==> src/rtl/fetch_pc_gen.sv <==
// Fetch-PC generator: one PC per fetch lane, partial-accept advance,
// prioritised redirects (commit > ex > dec), redirect epoch and a halt
// state entered on a misaligned redirect target.

// Per-lane PC and valid, purely combinational from the group base.
module fetch_pc_lane #(
    parameter int XLEN          = 32,
    parameter int FETCH_WIDTH   = 2,
    parameter int ALIGNED_GROUP = 0,
    parameter int LANE          = 0
) (
    input  logic [XLEN-1:0] base,
    input  logic            run,
    output logic [XLEN-1:0] pc,
    output logic            valid
);
    localparam int              LOG_FW   = (FETCH_WIDTH > 1) ? $clog2(FETCH_WIDTH) : 0;
    // Byte mask of the aligned fetch block (power-of-two lanes * 4 bytes).
    localparam logic [XLEN-1:0] BLK_MASK = XLEN'((1 << (LOG_FW + 2)) - 1);
    localparam logic [XLEN-1:0] LANE_OFF = XLEN'(LANE * 4);

    generate
        if (ALIGNED_GROUP != 0) begin : g_aligned
            logic [XLEN-1:0] base_off;

            // Lanes below the base slot inside the block are not fetchable.
            always_comb begin
                base_off       = base & BLK_MASK;
                base_off[1:0]  = 2'b00;
                pc             = (base & ~BLK_MASK) | LANE_OFF;
                valid          = run && (base_off <= LANE_OFF);
            end
        end else begin : g_linear
            // Sequential lanes starting at base, all valid while running.
            always_comb begin
                pc    = base + LANE_OFF;
                valid = run;
            end
        end
    endgenerate
endmodule

module fetch_pc_gen #(
    parameter int              XLEN          = 32,
    parameter int              FETCH_WIDTH   = 2,
    parameter logic [XLEN-1:0] RESET_PC      = 32'h0001_0000,
    parameter int              ALIGNED_GROUP = 0,
    parameter int              EPOCH_W       = 3,
    parameter int              CNT_W         = $clog2(FETCH_WIDTH + 1)
) (
    input  logic                        clk,
    input  logic                        rst,
    input  logic                        redir_commit_valid,
    input  logic [XLEN-1:0]             redir_commit_pc,
    input  logic                        redir_ex_valid,
    input  logic [XLEN-1:0]             redir_ex_pc,
    input  logic                        redir_dec_valid,
    input  logic [XLEN-1:0]             redir_dec_pc,
    input  logic [CNT_W-1:0]            accept_cnt,
    output logic [FETCH_WIDTH*XLEN-1:0] fetch_pc,
    output logic [FETCH_WIDTH-1:0]      fetch_valid,
    output logic [EPOCH_W-1:0]          epoch,
    output logic                        misalign_err,
    output logic [XLEN-1:0]             misalign_pc
);
    typedef enum logic {RUN, HALT} state_t;

    typedef struct packed {
        logic            valid;
        logic [XLEN-1:0] pc;
    } redir_t;

    state_t                            state, state_nx;
    logic [XLEN-1:0]                   base, base_nx;
    logic [EPOCH_W-1:0]                epoch_nx;
    logic [XLEN-1:0]                   mpc_nx;
    logic [FETCH_WIDTH-1:0][XLEN-1:0]  lane_pc;
    logic [CNT_W-1:0]                  vld_cnt;
    logic [CNT_W-1:0]                  adv;
    redir_t                            win;

    generate
        for (genvar i = 0; i < FETCH_WIDTH; i++) begin : g_lane
            fetch_pc_lane #(
                .XLEN          (XLEN),
                .FETCH_WIDTH   (FETCH_WIDTH),
                .ALIGNED_GROUP (ALIGNED_GROUP),
                .LANE          (i)
            ) u_lane (
                .base  (base),
                .run   (state == RUN),
                .pc    (lane_pc[i]),
                .valid (fetch_valid[i])
            );
        end
    endgenerate

    assign fetch_pc     = lane_pc;
    assign misalign_err = (state == HALT);

    // Count valid lanes and clamp the downstream accept to that count.
    always_comb begin
        vld_cnt = '0;
        for (int i = 0; i < FETCH_WIDTH; i++) begin
            vld_cnt = vld_cnt + CNT_W'(fetch_valid[i]);
        end
        adv = (accept_cnt > vld_cnt) ? vld_cnt : accept_cnt;
    end

    // Pick the single winning redirect; in HALT only commit can wake us.
    always_comb begin
        win = '0;
        if (redir_commit_valid) begin
            win.valid = 1'b1;
            win.pc    = redir_commit_pc;
        end else if (state == RUN && redir_ex_valid) begin
            win.valid = 1'b1;
            win.pc    = redir_ex_pc;
        end else if (state == RUN && redir_dec_valid) begin
            win.valid = 1'b1;
            win.pc    = redir_dec_pc;
        end
    end

    // Next-state: redirect beats advance; misaligned targets park in HALT.
    always_comb begin
        state_nx = state;
        base_nx  = base;
        epoch_nx = epoch;
        mpc_nx   = misalign_pc;
        if (win.valid) begin
            epoch_nx = epoch + 1'b1;
            if (win.pc[1:0] == 2'b00) begin
                base_nx  = win.pc;
                state_nx = RUN;
            end else begin
                mpc_nx   = win.pc;
                state_nx = HALT;
            end
        end else if (state == RUN) begin
            base_nx = base + (XLEN'(adv) << 2);
        end
    end

    // State registers, asynchronously reset.
    always_ff @(posedge clk or posedge rst) begin
        if (rst) begin
            state       <= RUN;
            base        <= RESET_PC;
            epoch       <= '0;
            misalign_pc <= '0;
        end else begin
            state       <= state_nx;
            base        <= base_nx;
            epoch       <= epoch_nx;
            misalign_pc <= mpc_nx;
        end
    end
endmodule

==> config.mk <==
export PLATFORM = sky130hd
export DESIGN_NAME = fetch_pc_gen
export DESIGN_NICKNAME = d
export VERILOG_FILES = /design/src/rtl/fetch_pc_gen.sv
export SDC_FILE = /design/constraint.sdc
export NUM_CORES = 1
export LEC_CHECK = 0
export CORE_AREA = 2 2 123 172
export CTS_CLUSTER_SIZE = 12
export DETAILED_ROUTE_END_ITERATION = 10
export DIE_AREA = 0 0 125 174
export PLACE_DENSITY_LB_ADDON = 0.05
export SKIP_LAST_GASP = 1
export SLEW_MARGIN = 20
export SYNTH_ARGS = -nofsm -noshare
export SYNTH_HDL_FRONTEND = slang
export SYNTH_HIERARCHICAL = 1
export SYNTH_SLANG_ARGS = --single-unit
==> constraint.sdc <==
create_clock -name clk -period 9.7 [get_ports clk]
set_clock_uncertainty 0.05 [all_clocks]
set_input_delay 1.94 -clock clk [delete_from_list [all_inputs] [get_ports clk]]
set_output_delay 1.94 -clock clk [all_outputs]
set_load 0.02 [all_outputs]
Yosys cells after proc, flatten, opt, wreduce, memory -nomap -nowiden
Cells that the tools add are included.
- register bits after elaboration: 68
- bits in latches: 0
- bits in writable memories: 0
- memory bits (read-only): 0
- bits of input ports: 103
- logic and storage cells: 26
- memories kept: 0
- add/sub/neg operators: 4
- multipliers: 0
- divide/modulo/power cells: 0
- order comparisons: 1
- equality and inequality tests: 2
- shifts and indexed selects: 0
- muxes and demuxes: 8
- bitwise gates (word level): 2
- reduce and logical (&&, ||, !) cells: 5
- operators by type and width (operator ; number):
    2-to-1 mux 33 bit ; 3
    2-to-1 mux 32 bit ; 3
    adder 32 x 3 -> 32 bit, second input constant ; 1
    adder 32 x 4 -> 32 bit ; 1
    != test 2 x 1 -> 1 bit, second input constant ; 2
    AND reduction 2 bit ; 2
    adder 3 x 1 -> 3 bit, second input constant ; 1
    adder 1 x 1 -> 2 bit ; 1
    greater-than comparator 2 bit ; 1
    logical AND 1 bit ; 2
    logical NOT 2 bit ; 1
    2-to-1 mux 2 bit ; 1
    NOT 1 bit ; 2
    2-to-1 mux 1 bit ; 1

Logic depth before layout (Yosys ltp)
- word-level depth: 8
- mapped depth: 16
- mapped depth without buffers: 14

Cells and area by module
The synthesis kept the hierarchy.
- by module, submodules not included (module ; instances ; cells each ; area each (um2) ; sequential area each (um2)):
    fetch_pc_gen ; 1 ; 446 ; 4127.7 ; 1702.9
    fetch_pc_lane at g_lane[1].u_lane ; 1 ; 84 ; 588.1 ; 0.0
    fetch_pc_lane at g_lane[0].u_lane ; 1 ; 33 ; 247.7 ; 0.0

Least setup slack after synthesis
Ideal clock, no wire load.
- kind: input to register
- start point: input accept_cnt[1]
- end point: register base[30]
- setup time: 0.121 ns
- arrival time: 4.070 ns
- data required time: 9.529 ns
- path slack: 5.459 ns
- stages on the path: 12
- buffers on the path: 1
- cell sequence: ha_1 -> a21oi_1 -> a21oi_1 -> mux2_2 -> ha_1 -> fa_1 -> nand2_1 -> nor2_1 -> buf_2 -> nand4_1 -> a21oi_1 -> o22a_1
- word-level cells in the longest chain between the ends: 5
- RTL lines (element ; RTL line ; text):
    start, declared ; 59 ; input logic [CNT_W-1:0] accept_cnt,
    greater-than comparator 2 bit ; 107 ; adv = (accept_cnt > vld_cnt) ? vld_cnt : accept_cnt;
    2-to-1 mux 2 bit (*) ; 107 ;
    adder 32 x 4 -> 32 bit (*) ; 141 ; base_nx = base + (XLEN'(adv) << 2);
    2-to-1 mux 32 bit (*) ; 140 ; end else if (state == RUN) begin
    2-to-1 mux 32 bit (*) ; 131 ; if (win.valid) begin
    end signal, assigned ; 154 ; base <= base_nx;
    end, declared ; 74 ; logic [XLEN-1:0] base, base_nx;
Every way passes the cells marked *; elsewhere a longest branch is shown, timed or not. The select of a mux whose other input is x is not followed.
A chain may end at the register's enable or synchronous reset.

Final worst setup path
- start point: register base[9]
- end point: output fetch_pc[56]
- word-level cells in the longest chain between the ends: 1
- RTL lines (element ; RTL line ; text):
    adder 32 x 3 -> 32 bit ; 36 ; pc = base + LANE_OFF;
    end, declared ; 60 ; output logic [FETCH_WIDTH*XLEN-1:0] fetch_pc,
No other way between the ends.

==> flow_metrics.py <==
metrics = {
    "detailed_routing": {
        "routedWlPerCell_um": 18.18,
        "drc": 0,
        "vias_per_cell": 4.984,
        "ant_nets": 0,
        "postRouteWirelength_um": 17720,
        "via_count": 4859,
        "drt-pass1-iter-count": 4,
        "drtIter0Drc": 218,
    },
    "final_layout": {
        "syn_to_final_growth_pct": 46.33,
        "fin_nets": 826,
        "fin_area_um2": 7263,
        "layout-drive-gt1-share": 0.09875,
        "n_antenna_cell": 0,
    },
    "yosys": {
        "synth_cell_type_count": 67,
        "synth_top_area_frac": 0.3378,
        "syn_area_per_cell_um2": 8.816,
        "ys_seq_elements": 68,
        "syn_area_um2": 4964,
        "synthesis.nets": 675,
        "ys_warn_count": 6,
        "postSynth.asyncResetShare": 1.000,
        "synth_commonest_cells": "dfrtp_1, nand2_1, a21oi_1",
        "synth-main-ff-cell": "dfrtp_1",
        "synthCells": 563,
        "synth_seq_area_share": 0.3431,
        "ys_top_cells_by_area": "dfrtp_1, buf_4, mux2_2",
        "synth-edff-count": 0,
        "yosysMostFrequentCell": "dfrtp_1",
        "yosysTopAreaCell": "dfrtp_1",
    },
    "worst_hold_path": {
        "worstHoldPathType": "reg -> reg",
    },
    "global_routing": {
        "grt_busiest_layer": "met2",
        "grt_max_degree": 69,
        "grt_pass1_wl_um": 27480,
        "track_usage": 0.1589,
        "antenna_found_initial": 0,
        "grt_use_met1": 0.2092,
        "grt_pass1_vias": 4816,
        "met3_usage": 0.04955,
        "use_met2": 0.2563,
        "grt_overflow_total": 0,
    },
    "sta": {
        "final.setup.tns_ns": 0,
        "fin_crit_sh": 0.5036,
        "whs_ns": 0.4242,
        "hold_viol": 0,
        "fin_crit_ns": 4.885,
        "setup_violations": 0,
        "maxSlewViolCount": 0,
        "timing.fmax_ghz": 0.2047,
        "max_slew_margin": 0.3311,
        "worst_pin_slew_ns": 0.9979,
        "rsz0062_at_grt": "no",
    },
    "floorplan": {
        "die_height_um": 174,
        "rows": 62,
        "die_x_um": 125,
        "initial_core_util": 0.2442,
        "core_um2": 20320,
        "io_pins": 205,
        "dieArea_um2": 21750,
    },
    "critical_path": {
        "crit_slowest_cell": "dfrtp_1",
        "slowest_delay_ns": 0.64,
        "cp_data_arrival_time_ns": 2.89,
        "cp-start-kind": "register",
        "cp_max_fo": 13,
        "path_cells": "nand4_2 -> nor4_4 -> nand4_1 -> xnor2_1 -> clkdlybuf4s50_1",
        "cp.required_ns": 7.71,
        "worst-setup-path-type": "reg -> out",
        "cp-end-kind": "output pin",
    },
    "cts": {
        "htreeDepth": 3,
        "numCtsBuffers": 9,
        "clockBufferDepth": 2,
        "cts_tree": "yes",
        "hold_buffers": 0,
        "clkTransAtPathRegs_ns": 0.06,
        "cts.sinks": 68,
        "clk_latency_ns": 0.34,
        "cts_setup_buffers": 0,
        "cts_root_buf": "clkbuf_16",
        "cts_resized": 0,
    },
    "power_and_ir_drop": {
        "fin_total_pwr_mw": 1.371,
        "powerDensity_nw_per_um2": 188.7,
        "power.leakage_nw": 2.811,
        "peakVddDrop_mv": 0.09348,
    },
    "placement": {
        "gp_congestion": 0.8062,
        "placed_cell_area_um2": 6945,
        "portBuffers": 204,
        "dpl.hpwl_um": 13380,
    },
    "outcome": {
        "status": "completed",
    },
    "job": {
        "cap_violations": 0,
    },
}
==> cells by family (layout without fill, tap and decap cells) <==
logic type | count (synthesis) | count (layout) | share of synthesized area
compound gates | 182 | 182 | 0.2425
simple gates | 159 | 159 | 0.1787
buf+inv | 92 | 248 | 0.1066
flops | 68 | 68 | 0.3431
xor+xnor | 30 | 30 | 0.05294
mux | 23 | 23 | 0.05193
fa+ha+maj | 9 | 9 | 0.02420
==> per-stage QoR <==
step	cells	setup slack, ns	utilization
global route	975	4.526	0.3574
CTS	975	4.713	0.3574
finish	975	4.815	0.3574
floorplan	563	5.459	-
global placement	959	4.527	0.3417
detailed placement	959	4.487	0.3417
==> state kept, by name, indices dropped and copies added, names as in the netlist <==
| register | flops |
|---|---|
| base | 32 |
| misalign_pc | 32 |
| epoch | 3 |
| misalign_err | 1 |
==> layer usage <==
| layer | wire length (µm) | part of all wire | vias to the layer above |
|---|---|---|---|
| li1 | - | - | 2343 |
| met3 | 1297 | 0.073 | 11 |
| met2 | 8255 | 0.47 | 163 |
| met4 | 177 | 0.010 | 0 |
| met5 | 0 | 0 | - |
| met1 | 7991 | 0.45 | 2342 |
==> final cells by class <==
| cell class | instances | area (µm²) |
|---|---|---|
| clock buffers | 10 | 229.0 |
| clock inverters | 6 | 88.84 |
| fillers | 2139 | 13060 |
| inverters | 22 | 82.58 |
| multi-input cells | 403 | 2758 |
| flip-flops and latches | 68 | 1703 |
| well taps | 256 | 320.3 |
| repair buffers | 210 | 2082 |
==> critical path, delay by kind of cell (launching register included) <==
| kind | cells | cell delay (ns) |
|---|---|---|
| AND/OR/NAND/NOR | 3 | 1.07 |
| XOR/XNOR | 1 | 0.21 |
| flip-flops | 1 | 0.64 |
| buffers and inverters | 1 | 0.63 |
==> worst paths after layout <==
kind | depth (start not counted) | endpoint | start | slack [ns]
setup reg to reg | 13 | base[24]$_DFFE_PP0P_ | misalign_err$_DFFE_PP0P_ | 6.01
min in group asynchronous | 3 | misalign_pc[1]$_DFFE_PP0P_ | rst | 2.15
hold reg to reg | 1 | epoch[2]$_DFFE_PP0P_ | epoch[2]$_DFFE_PP0P_ | 0.42
max in group asynchronous | 3 | base[30]$_DFFE_PP0P_ | rst | 6.81
hold / removal | 1 | epoch[2]$_DFFE_PP0P_ | epoch[2]$_DFFE_PP0P_ | 0.42
setup / recovery | 5 | fetch_pc[56] | base[9]$_DFFE_PP0P_ | 4.82
==> layout by cell type (no fill, tap or decap), types with 17 or more instances in the layout <==
| master | n |
|---|---|
| mux2_2 | 21 |
| clkdlybuf4s50_1 | 203 |
| nor2_1 | 26 |
| o21ai_0 | 34 |
| nand3_1 | 21 |
| o21ai_1 | 17 |
| dfrtp_1 | 67 |
| xnor2_1 | 23 |
| inv_1 | 20 |
| a21oi_1 | 41 |
| nand2_1 | 62 |
==> where the power goes <==
group	internal [mW]	switching, mW
clock network	0.225	0.135
logic	0.281	0.275
registers	0.342	0.114
Power figures use the tool's default switching activity.
